<file path="src/rtl/cap_pkg.sv">
// Shared types and constants for the scope capture/dump controller.
package cap_pkg;

  typedef enum logic [2:0] {
    ST_IDLE,
    ST_PREFILL,
    ST_ARMED,
    ST_POST,
    ST_DONE,
    ST_DUMP
  } cap_state_t;

  localparam logic [1:0] TRIG_OFF  = 2'b00;
  localparam logic [1:0] TRIG_NORM = 2'b01;
  localparam logic [1:0] TRIG_AUTO = 2'b10;

  localparam int RAM_LAT = 1;

  function automatic logic is_capturing(cap_state_t s);
    return (s == ST_PREFILL) || (s == ST_ARMED) || (s == ST_POST);
  endfunction

endpackage

</file>
<file path="src/rtl/cap_decimator.sv">
// Sample-strobe decimator: passes one of every 2**dec_pwr strobes as a keep pulse.
module cap_decimator #(
  parameter int DEC_W = 4
) (
  input  logic             clk,
  input  logic             rst_n,
  input  logic             clr,
  input  logic             en,
  input  logic             smpl_en,
  input  logic [DEC_W-1:0] dec_pwr,
  output logic             keep
);

  localparam int CNT_W = 2**DEC_W;

  logic [CNT_W-1:0] cnt;
  logic [CNT_W-1:0] limit;

  assign limit = (CNT_W'(1) << dec_pwr) - CNT_W'(1);
  assign keep  = en & smpl_en & (cnt == limit);

  always_ff @(posedge clk or negedge rst_n) begin
    if (!rst_n)
      cnt <= '0;
    else if (clr)
      cnt <= '0;
    else if (en && smpl_en)
      cnt <= keep ? '0 : cnt + CNT_W'(1);
  end

endmodule

</file>
<file path="src/rtl/capture_ctrl.sv">
// Capture/dump controller: circular trace capture with pre/post trigger, then oldest-first dump.
// Optional CAPTURE_AUTO_REARM_EN: re-enter PREFILL after a dump instead of waiting for cap_start.
module capture_ctrl
  import cap_pkg::*;
#(
  parameter  int ADDR_W = 9,
  parameter  int DEC_W  = 4,
  parameter  int NUM_CH = 3,
  localparam int CH_W   = $clog2(NUM_CH)
) (
  input  logic              clk,
  input  logic              rst_n,
  input  logic              cap_start,
  input  logic              smpl_en,
  input  logic              trigger,
  input  logic [1:0]        trig_type,
  input  logic [ADDR_W-1:0] trig_pos,
  input  logic [DEC_W-1:0]  dec_pwr,
  input  logic              dump_start,
  input  logic [CH_W-1:0]   dump_ch,
  input  logic              dump_rdy,
  output logic              we,
  output logic              re,
  output logic [ADDR_W-1:0] addr,
  output logic [CH_W-1:0]   ch_sel,
  output logic              dump_vld,
  output logic              armed,
  output logic              capture_done,
  output logic              dump_finished,
  output logic [ADDR_W-1:0] trace_end
);

  localparam int DEPTH = 2**ADDR_W;
  localparam logic [ADDR_W:0] DEPTH_V = {1'b1, {ADDR_W{1'b0}}};

  cap_state_t          state, next_state;
  logic                keep, clr, trig_off, trig_hit;
  logic                pre_last, post_last, finish_now;
  logic [ADDR_W:0]     pre_cnt, post_cnt, rd_cnt, pre_thr, tp_ext;
  logic [ADDR_W-1:0]   vld_cnt;
  logic [RAM_LAT-1:0]  vld_sr;

  cap_decimator #(.DEC_W(DEC_W)) u_dec (
    .clk     (clk),
    .rst_n   (rst_n),
    .clr     (clr),
    .en      (is_capturing(state)),
    .smpl_en (smpl_en),
    .dec_pwr (dec_pwr),
    .keep    (keep)
  );

  // trig_pos is ADDR_W wide, so it can never exceed DEPTH-1 and needs no explicit clamp.
  assign tp_ext     = {1'b0, trig_pos};
  assign pre_thr    = DEPTH_V - tp_ext;
  assign trig_off   = (trig_type == TRIG_OFF);
  assign trig_hit   = ((trig_type == TRIG_NORM) && trigger) || ((trig_type & TRIG_AUTO) != 2'b00);
  assign pre_last   = we && ((pre_cnt + (ADDR_W+1)'(1)) == pre_thr);
  assign post_last  = we && ((post_cnt + (ADDR_W+1)'(1)) == tp_ext);
  assign finish_now = (state == ST_DUMP) && dump_vld && (vld_cnt == ADDR_W'(DEPTH-1));
  assign clr        = (next_state == ST_IDLE) || ((next_state == ST_PREFILL) && (state != ST_PREFILL));
  assign dump_vld   = vld_sr[RAM_LAT-1];

  always_ff @(posedge clk or negedge rst_n) begin
    if (!rst_n)
      state <= ST_IDLE;
    else
      state <= next_state;
  end

  always_comb begin
    next_state = state;
    case (state)
      ST_IDLE:    if (cap_start && !trig_off) next_state = ST_PREFILL;
      ST_PREFILL: if (trig_off) next_state = ST_IDLE;
                  else if (pre_last) next_state = ST_ARMED;
      ST_ARMED:   if (trig_off) next_state = ST_IDLE;
                  else if (trig_hit) next_state = (trig_pos == '0) ? ST_DONE : ST_POST;
      ST_POST:    if (trig_off) next_state = ST_IDLE;
                  else if (post_last) next_state = ST_DONE;
      ST_DONE:    if (dump_start) next_state = ST_DUMP;
      ST_DUMP:    if (finish_now) begin
`ifdef CAPTURE_AUTO_REARM_EN
                    next_state = trig_off ? ST_IDLE : ST_PREFILL;
`else
                    next_state = ST_IDLE;
`endif
                  end
      default:    next_state = ST_IDLE;
    endcase
  end

  always_comb begin
    armed        = (state == ST_ARMED) || (state == ST_POST);
    capture_done = (state == ST_DONE) || (state == ST_DUMP);
    re           = (state == ST_DUMP) && dump_rdy && (rd_cnt != DEPTH_V);
  end

  // A kept strobe only becomes a write if the capture is still running next cycle.
  always_ff @(posedge clk or negedge rst_n) begin
    if (!rst_n) begin
      we            <= 1'b0;
      dump_finished <= 1'b0;
      addr          <= '0;
      trace_end     <= '0;
      ch_sel        <= '0;
      pre_cnt       <= '0;
      post_cnt      <= '0;
      rd_cnt        <= '0;
      vld_cnt       <= '0;
      vld_sr        <= '0;
    end else begin
      we            <= keep && is_capturing(next_state);
      dump_finished <= finish_now;
      if (clr) begin
        addr      <= '0;
        trace_end <= '0;
        ch_sel    <= '0;
        pre_cnt   <= '0;
        post_cnt  <= '0;
        rd_cnt    <= '0;
        vld_cnt   <= '0;
        vld_sr    <= '0;
      end else begin
        vld_sr <= RAM_LAT'({vld_sr, re});
        if (we) begin
          addr      <= addr + ADDR_W'(1);
          trace_end <= addr;
          if (state == ST_PREFILL) pre_cnt  <= pre_cnt + (ADDR_W+1)'(1);
          if (state == ST_POST)    post_cnt <= post_cnt + (ADDR_W+1)'(1);
        end
        if (state == ST_ARMED) post_cnt <= '0;
        // Oldest sample sits just after the last write.
        if ((state == ST_DONE) && dump_start) begin
          addr    <= trace_end + ADDR_W'(1);
          ch_sel  <= dump_ch;
          rd_cnt  <= '0;
          vld_cnt <= '0;
        end
        if (re) begin
          addr   <= addr + ADDR_W'(1);
          rd_cnt <= rd_cnt + (ADDR_W+1)'(1);
        end
        if (dump_vld) vld_cnt <= vld_cnt + ADDR_W'(1);
      end
    end
  end

endmodule

</file>
<file path="config.mk">
export PLATFORM = sky130hd
export DESIGN_NAME = capture_ctrl
export DESIGN_NICKNAME = d
export VERILOG_FILES = /design/src/rtl/cap_pkg.sv /design/src/rtl/cap_decimator.sv /design/src/rtl/capture_ctrl.sv
export SDC_FILE = /design/constraint.sdc
export NUM_CORES = 1
export LEC_CHECK = 0
export CORE_AREA = 2 2 109 111
export CTS_CLUSTER_DIAMETER = 60
export DETAILED_ROUTE_END_ITERATION = 10
export DIE_AREA = 0 0 111 113
export PLACE_DENSITY = 0.75
export SYNTH_ARGS = -nofsm -noshare
export SYNTH_HDL_FRONTEND = slang
export SYNTH_HIERARCHICAL = 1
export SYNTH_SLANG_ARGS = --single-unit
</file>
<file path="constraint.sdc">
create_clock -name clk -period 4.1 [get_ports clk]
set_input_delay 1.025 -clock clk [delete_from_list [all_inputs] [get_ports clk]]
set_output_delay 1.025 -clock clk [all_outputs]
set_load 0.005 [all_outputs]
</file>
-- Word level (Yosys, flattened, before mapping)
Index checks and enable logic that the tools add are counted.
- add/sub/neg operators: 9
- multiply operators: 0
- divide/modulo/power cells: 0
- order comparisons: 0
- eq/ne operators: 15
- shifts and indexed selects: 1
- muxes and demuxes: 36
- bitwise logic cells: 2
- reductions and logical operators: 36
- operators by type and width (operator ; count):
    two-way mux 10 bit ; 10
    two-way mux 9 bit ; 9
    two-way mux 16 bit ; 3
    adder 10 x 1 -> 10 bit (second input constant) ; 3
    two-way mux 3 bit ; 10
    adder 9 x 1 -> 9 bit (second input constant) ; 3
    one-hot mux 3 bit (6 select lines) ; 1
    adder 16 x 1 -> 16 bit (second input constant) ; 1
    equality test 16 bit ; 1
    << shifter 1 x 4 -> 16 bit (first input constant) ; 1
    subtractor 16 x 2 -> 16 bit (second input constant) ; 1
    equality test 3 x 2 -> 1 bit (second input constant) ; 4
    logical AND 1 bit ; 12
    nonzero test 3 bit ; 4
    equality test 10 bit ; 1
    equality test 10 x 9 -> 1 bit ; 1
    inequality test 10 bit (second input constant) ; 1
    subtractor 10 x 9 -> 10 bit (first input constant) ; 1
    equality test 9 bit (second input constant) ; 1
    logical NOT 9 bit ; 1
    logical OR 1 bit ; 8
    nonzero test 2 bit ; 4
    equality test 3 x 1 -> 1 bit (second input constant) ; 2
    equality test 3 bit (second input constant) ; 2
    10 further kinds ; 14
- register bits after elaboration: 81
- latch bits: 0
- bits in writable memories: 0
- ROM bits: 0
- input bits: 24
- word-level logic and storage cells: 111
- memories kept: 0

-- Depth between registers and ports, before layout
- depth in word-level cells: 11
- mapped depth: 15

-- Cells and area by module
The synthesis kept the hierarchy.
- modules (own cells, without submodules) (module ; times used ; cells an instance ; area each (um2)):
    capture_ctrl ; 1 ; 498 ; 4249.1
    cap_decimator ; 1 ; 232 ; 1924.3

-- Worst setup path after synthesis
OpenSTA, ideal clock, no wires.
- path type: input to register
- start: input port dec_pwr[1]
- end: register u_dec.cnt[6]
- library setup time: 127 ps
- arrival time: 3695 ps
- data required time: 3973 ps
- slack: 278 ps
- stages: 11
- path through: buf_2 > buf_1 > or4b_2 > ha_1 > and4b_1 > a2111o_1 > a221oi_1 > o211ai_2 > clkbuf_4 > o22ai_2 > o31ai_1
- cells in the longest elaborated chain, start to end: 7
- ends and longest elaborated chain (element ; line ; source):
    start, declared ; capture_ctrl.sv:18 ; input logic [DEC_W-1:0] dec_pwr,
    << shifter 1 x 4 -> 16 bit ; cap_decimator.sv:19 ; assign limit = (CNT_W'(1) << dec_pwr) - CNT_W'(1);
    subtractor 16 x 2 -> 16 bit ; cap_decimator.sv:19 ;
    equality test 16 bit ; cap_decimator.sv:20 ; assign keep = en & smpl_en & (cnt == limit);
    bitwise AND 1 bit ; cap_decimator.sv:20 ;
    two-way mux 16 bit ; cap_decimator.sv:28 ; cnt <= keep ? '0 : cnt + CNT_W'(1);
    two-way mux 16 bit ; cap_decimator.sv:27 ; else if (en && smpl_en)
    two-way mux 16 bit ; cap_decimator.sv:25 ; else if (clr)
    end signal, assigned ; cap_decimator.sv:28 ;
    end, declared ; cap_decimator.sv:16 ; logic [CNT_W-1:0] cnt;
No other way between the ends. The select of a mux whose other input is x is not followed.
A chain may end at the register's enable or synchronous reset.

-- Worst setup path in the final report
- start: input port dec_pwr[1]
- end: register u_dec.cnt[13]
Same word-level chain as after synthesis.

==> impl_results.md <==
- Via count: 5596
- Drt total wl: 15220 um
- Antenna violations before repair: 0
- Post_cts resized: 0
- Crit path buffers/inverters: 2
- Sw Share: 0.2993
- Number of inserted diodes: 0
- Syn Area/Cell: 8.457 um^2
- Core Box Area: 0.01127 mm^2
- # fillers: 967
- Worst-Skew Late Latency: approximately 0.34 ns
- Achievable clock frequency: 0.2588 GHz
- Outcome: complete, no violations
- Hold Path Class: flip-flop to flip-flop
- PwrDens: 292.0 mW/mm^2
- Ports: 50
- Vias in the first global route: 5268
- CTS tree: yes
- Slew Viols, Final: 0
- Total track usage: 0.2475
- Row count: 39
- Hold buffers post-CTS: 0
- Combinational power share: 0.190
- # nets final: between 700 and 800
- Max stage delay on crit path: 0.69 ns
- Critical Path RT: 4.31 ns
- P&R area growth vs syn: 12.71%
- Placed Area: about 0.0067 mm^2
- Worst path arrival time: a little over 4 ns
- Antenna viol nets, final: 0
- Lkg Pwr: 2.730 nW
- Die width: 111 um
- Die height: 113 um
- YS warnings: 6
- Inserted Clock Buffers: 9
- Synth unique cells: 79
- Delay-heaviest family, CP: compound AO/OA/AOI/OAI gates
- Fin crit period: 3.865 ns
- IO Port Bufs: 49
- Layout cells sized above 1: 0.08684
- CTS clk-pin slew, worst paths: roughly 0.070 ns
- Worst-Margin Slew: around 0.87 ns
- Pint: 1.423 mW
- Global-route wire length before repair: 25790 um
- Fin crit share: 0.9426
- Area leader, netlist: dfrtp_1
- Most common cell after layout, fill and taps aside: nor2_1
- 1st-iter DRT viols: slightly above 400
- Worst ir drop on vdd: roughly 260 uV
- Synth Register Bits: slightly above 80
- Post-DR wirelength/cell: roughly 17 um
- Worst r2r src: vld_cnt[0]
- Max-cap viol count: 0
- CTS H-tree depth: 3
- Initial core utilization: 0.5477
- Register area share after synthesis: 0.3283
- Pre-antenna DRT Iters: 7
- Synth async-reset ratio: 1.000
- Power share of the sequential group: 0.409
- Hold Slack: 0.5061 ns
- Number of synthesized flops with an enable pin: 0
- Worst setup path category: primary input to flip-flop
- Area contributors post-synth: dfrtp_1 33%, nor2_1 5.9%, xnor2_1 4.7%
- Top-area cell type share of the netlist area: 0.3283
- Synthesized Nets: 766
- Unrepaired setup endpoints after global routing: no
- Crit-path max FO: 14
- Main flop type after synthesis: dfrtp_1
- CP Capture Type: flip-flop
- Hold path startpoint: rd_cnt[4]
- Gate count of the mapped netlist: 730
- Rel. slew slack: 0.4233
- Final Worst Setup Slack: 0.2353 ns
- Netlist Area Pre-Place: 0.006173 mm^2
- Worst setup SP type: primary input
- Critical path origin: dec_pwr[1]
- Clk root buf: clkbuf_16
- Vias per cell: 6.197
- Clk pwr share: 0.402
- Count of clock tree sinks: ~80
- DRC Markers: 0
- GPL Wtd Cong: between 0.9 and 1
- HPWL Detailed: 10530 um
- Design area: 0.006958 mm^2
- Place WS: -0.08251 ns
- Worst Skew: 0.01140 ns
- Final Hold Vio Count: 0
- Final setup vio count: 0
- Commonest non-fill, non-tap cells in the layout: 97 x nor2_1, 81 x dfrtp_1, 60 x nand2_1
- CP cell instances: clkdlybuf4s50_1 -> or4b_2 -> ha_1 -> and4b_1 -> a2111o_1 -> a221oi_1 -> o211ai_2 -> buf_12 -> o22ai_2 -> o31ai_1
- Sw power: 0.6081 mW
- CTS Buffer Depth: 2
- Crit-path slowest cell: or4b_2
- Setup repair bufs after CTS: 0
- Largest net degree at the start of global routing: 66
- Gr ovfl total: 0
- Die area: 0.01254 mm^2
## power groups by stage
stage	clock, mW	sequential (mW)	combinational (mW)
after floorplan	0	0.831	0.296
after global placement	0	0.844	0.378
after detailed placement	0	0.844	0.383
after CTS	0.826	0.829	0.383
after global routing	0.867	0.833	0.426
final	0.816	0.830	0.385
## worst register-to-register path: cells and delay by family (launching register included)
kind	cells	cell delay [ns]
compound gates	5	1.08
simple gates	4	0.60
flops	1	0.42
fa+ha+maj	2	0.41
## registers in the layout, indices dropped and copies added, names as in the netlist
register	flops
addr	9
ch_sel	2
dump_finished	1
dump_vld	1
post_cnt	10
pre_cnt	10
rd_cnt	10
state	3
trace_end	9
u_dec/cnt	16
vld_cnt	9
we	1
## worst paths after layout
kind	end	slack, ns	cells past startpoint
setup / recovery	u_dec/cnt[13]	0.24	10
hold / removal	rd_cnt[4]	0.51	1
setup reg to reg	u_dec/cnt[11]	1.46	11
hold reg to reg	rd_cnt[4]	0.51	1
max in group asynchronous	pre_cnt[0]	2.54	2
min in group asynchronous	post_cnt[3]	0.79	1
## synth_stat cells, types with 6 or more instances
| master | instances |
|---|---|
| o21ai_1 | 6 |
| nand3_1 | 33 |
| nand4_1 | 15 |
| o22ai_2 | 10 |
| o21ai_0 | 24 |
| nor2_1 | 97 |
| nor3_1 | 16 |
| nand2_1 | 60 |
| nor2b_1 | 7 |
| buf_6 | 8 |
| and3_1 | 8 |
| o211ai_1 | 8 |
| nor3b_1 | 12 |
| or3_1 | 10 |
| a21oi_1 | 46 |
| or4_1 | 6 |
| nor4_1 | 10 |
| dfrtp_1 | 81 |
| xnor2_1 | 33 |
| nand3b_1 | 8 |
| nand2b_1 | 8 |
| and2_1 | 7 |
| buf_2 | 7 |
| clkbuf_1 | 24 |
| nor4b_1 | 9 |
| xor2_1 | 31 |
| inv_1 | 16 |
| ha_1 | 12 |
| a211oi_1 | 12 |
| a31oi_1 | 8 |
| mux2i_1 | 13 |
## cell families (layout without fill, tap and decap cells)
| group | count (synthesis) | count (layout) | share of synthesized area |
|---|---|---|---|
| AOI/OAI and AO/OA | 163 | 163 | 0.1848 |
| adders and majority gates | 12 | 12 | 0.02432 |
| and+or+nand+nor | 328 | 328 | 0.2837 |
| buffers and inverters | 68 | 98 | 0.06506 |
| muxes | 14 | 14 | 0.02290 |
| DFF | 81 | 81 | 0.3283 |
| xor gates and xnor gates | 64 | 64 | 0.09080 |
## layer usage
metal  GRT usage  wire (um)  part of all wire
met4     0.08583        306             0.020
met1      0.3340       6780              0.45
met5           0          0                 0
met2      0.4041       7391              0.49
met3     0.04499        737             0.048
## through the flow
stage | total power [mW] | TNS (ns) | utilization | instances
after CTS | 2.039 | 0 | 0.6173 | 903
after floorplan | 1.127 | 0 | - | 730
after detailed placement | 1.227 | -0.8428 | 0.5907 | 887
after global routing | 2.126 | 0 | 0.6173 | 903
after global placement | 1.222 | 0 | 0.5907 | 887
final | 2.032 | 0 | 0.6173 | 903
## area by class of cell
class                   instances  area (um^2)  share of cell area
multi-input cells             581         3752              0.5393
clock buffers                  12        246.5             0.03543
well taps                     143        178.9             0.02571
inverters                      16        60.06            0.008632
flip-flops and latches         81         2027              0.2913
clock inverters                 4        52.55            0.007553
repair buffers                 66        640.6             0.09207
Note: power is estimated with default switching activity, not from simulation.
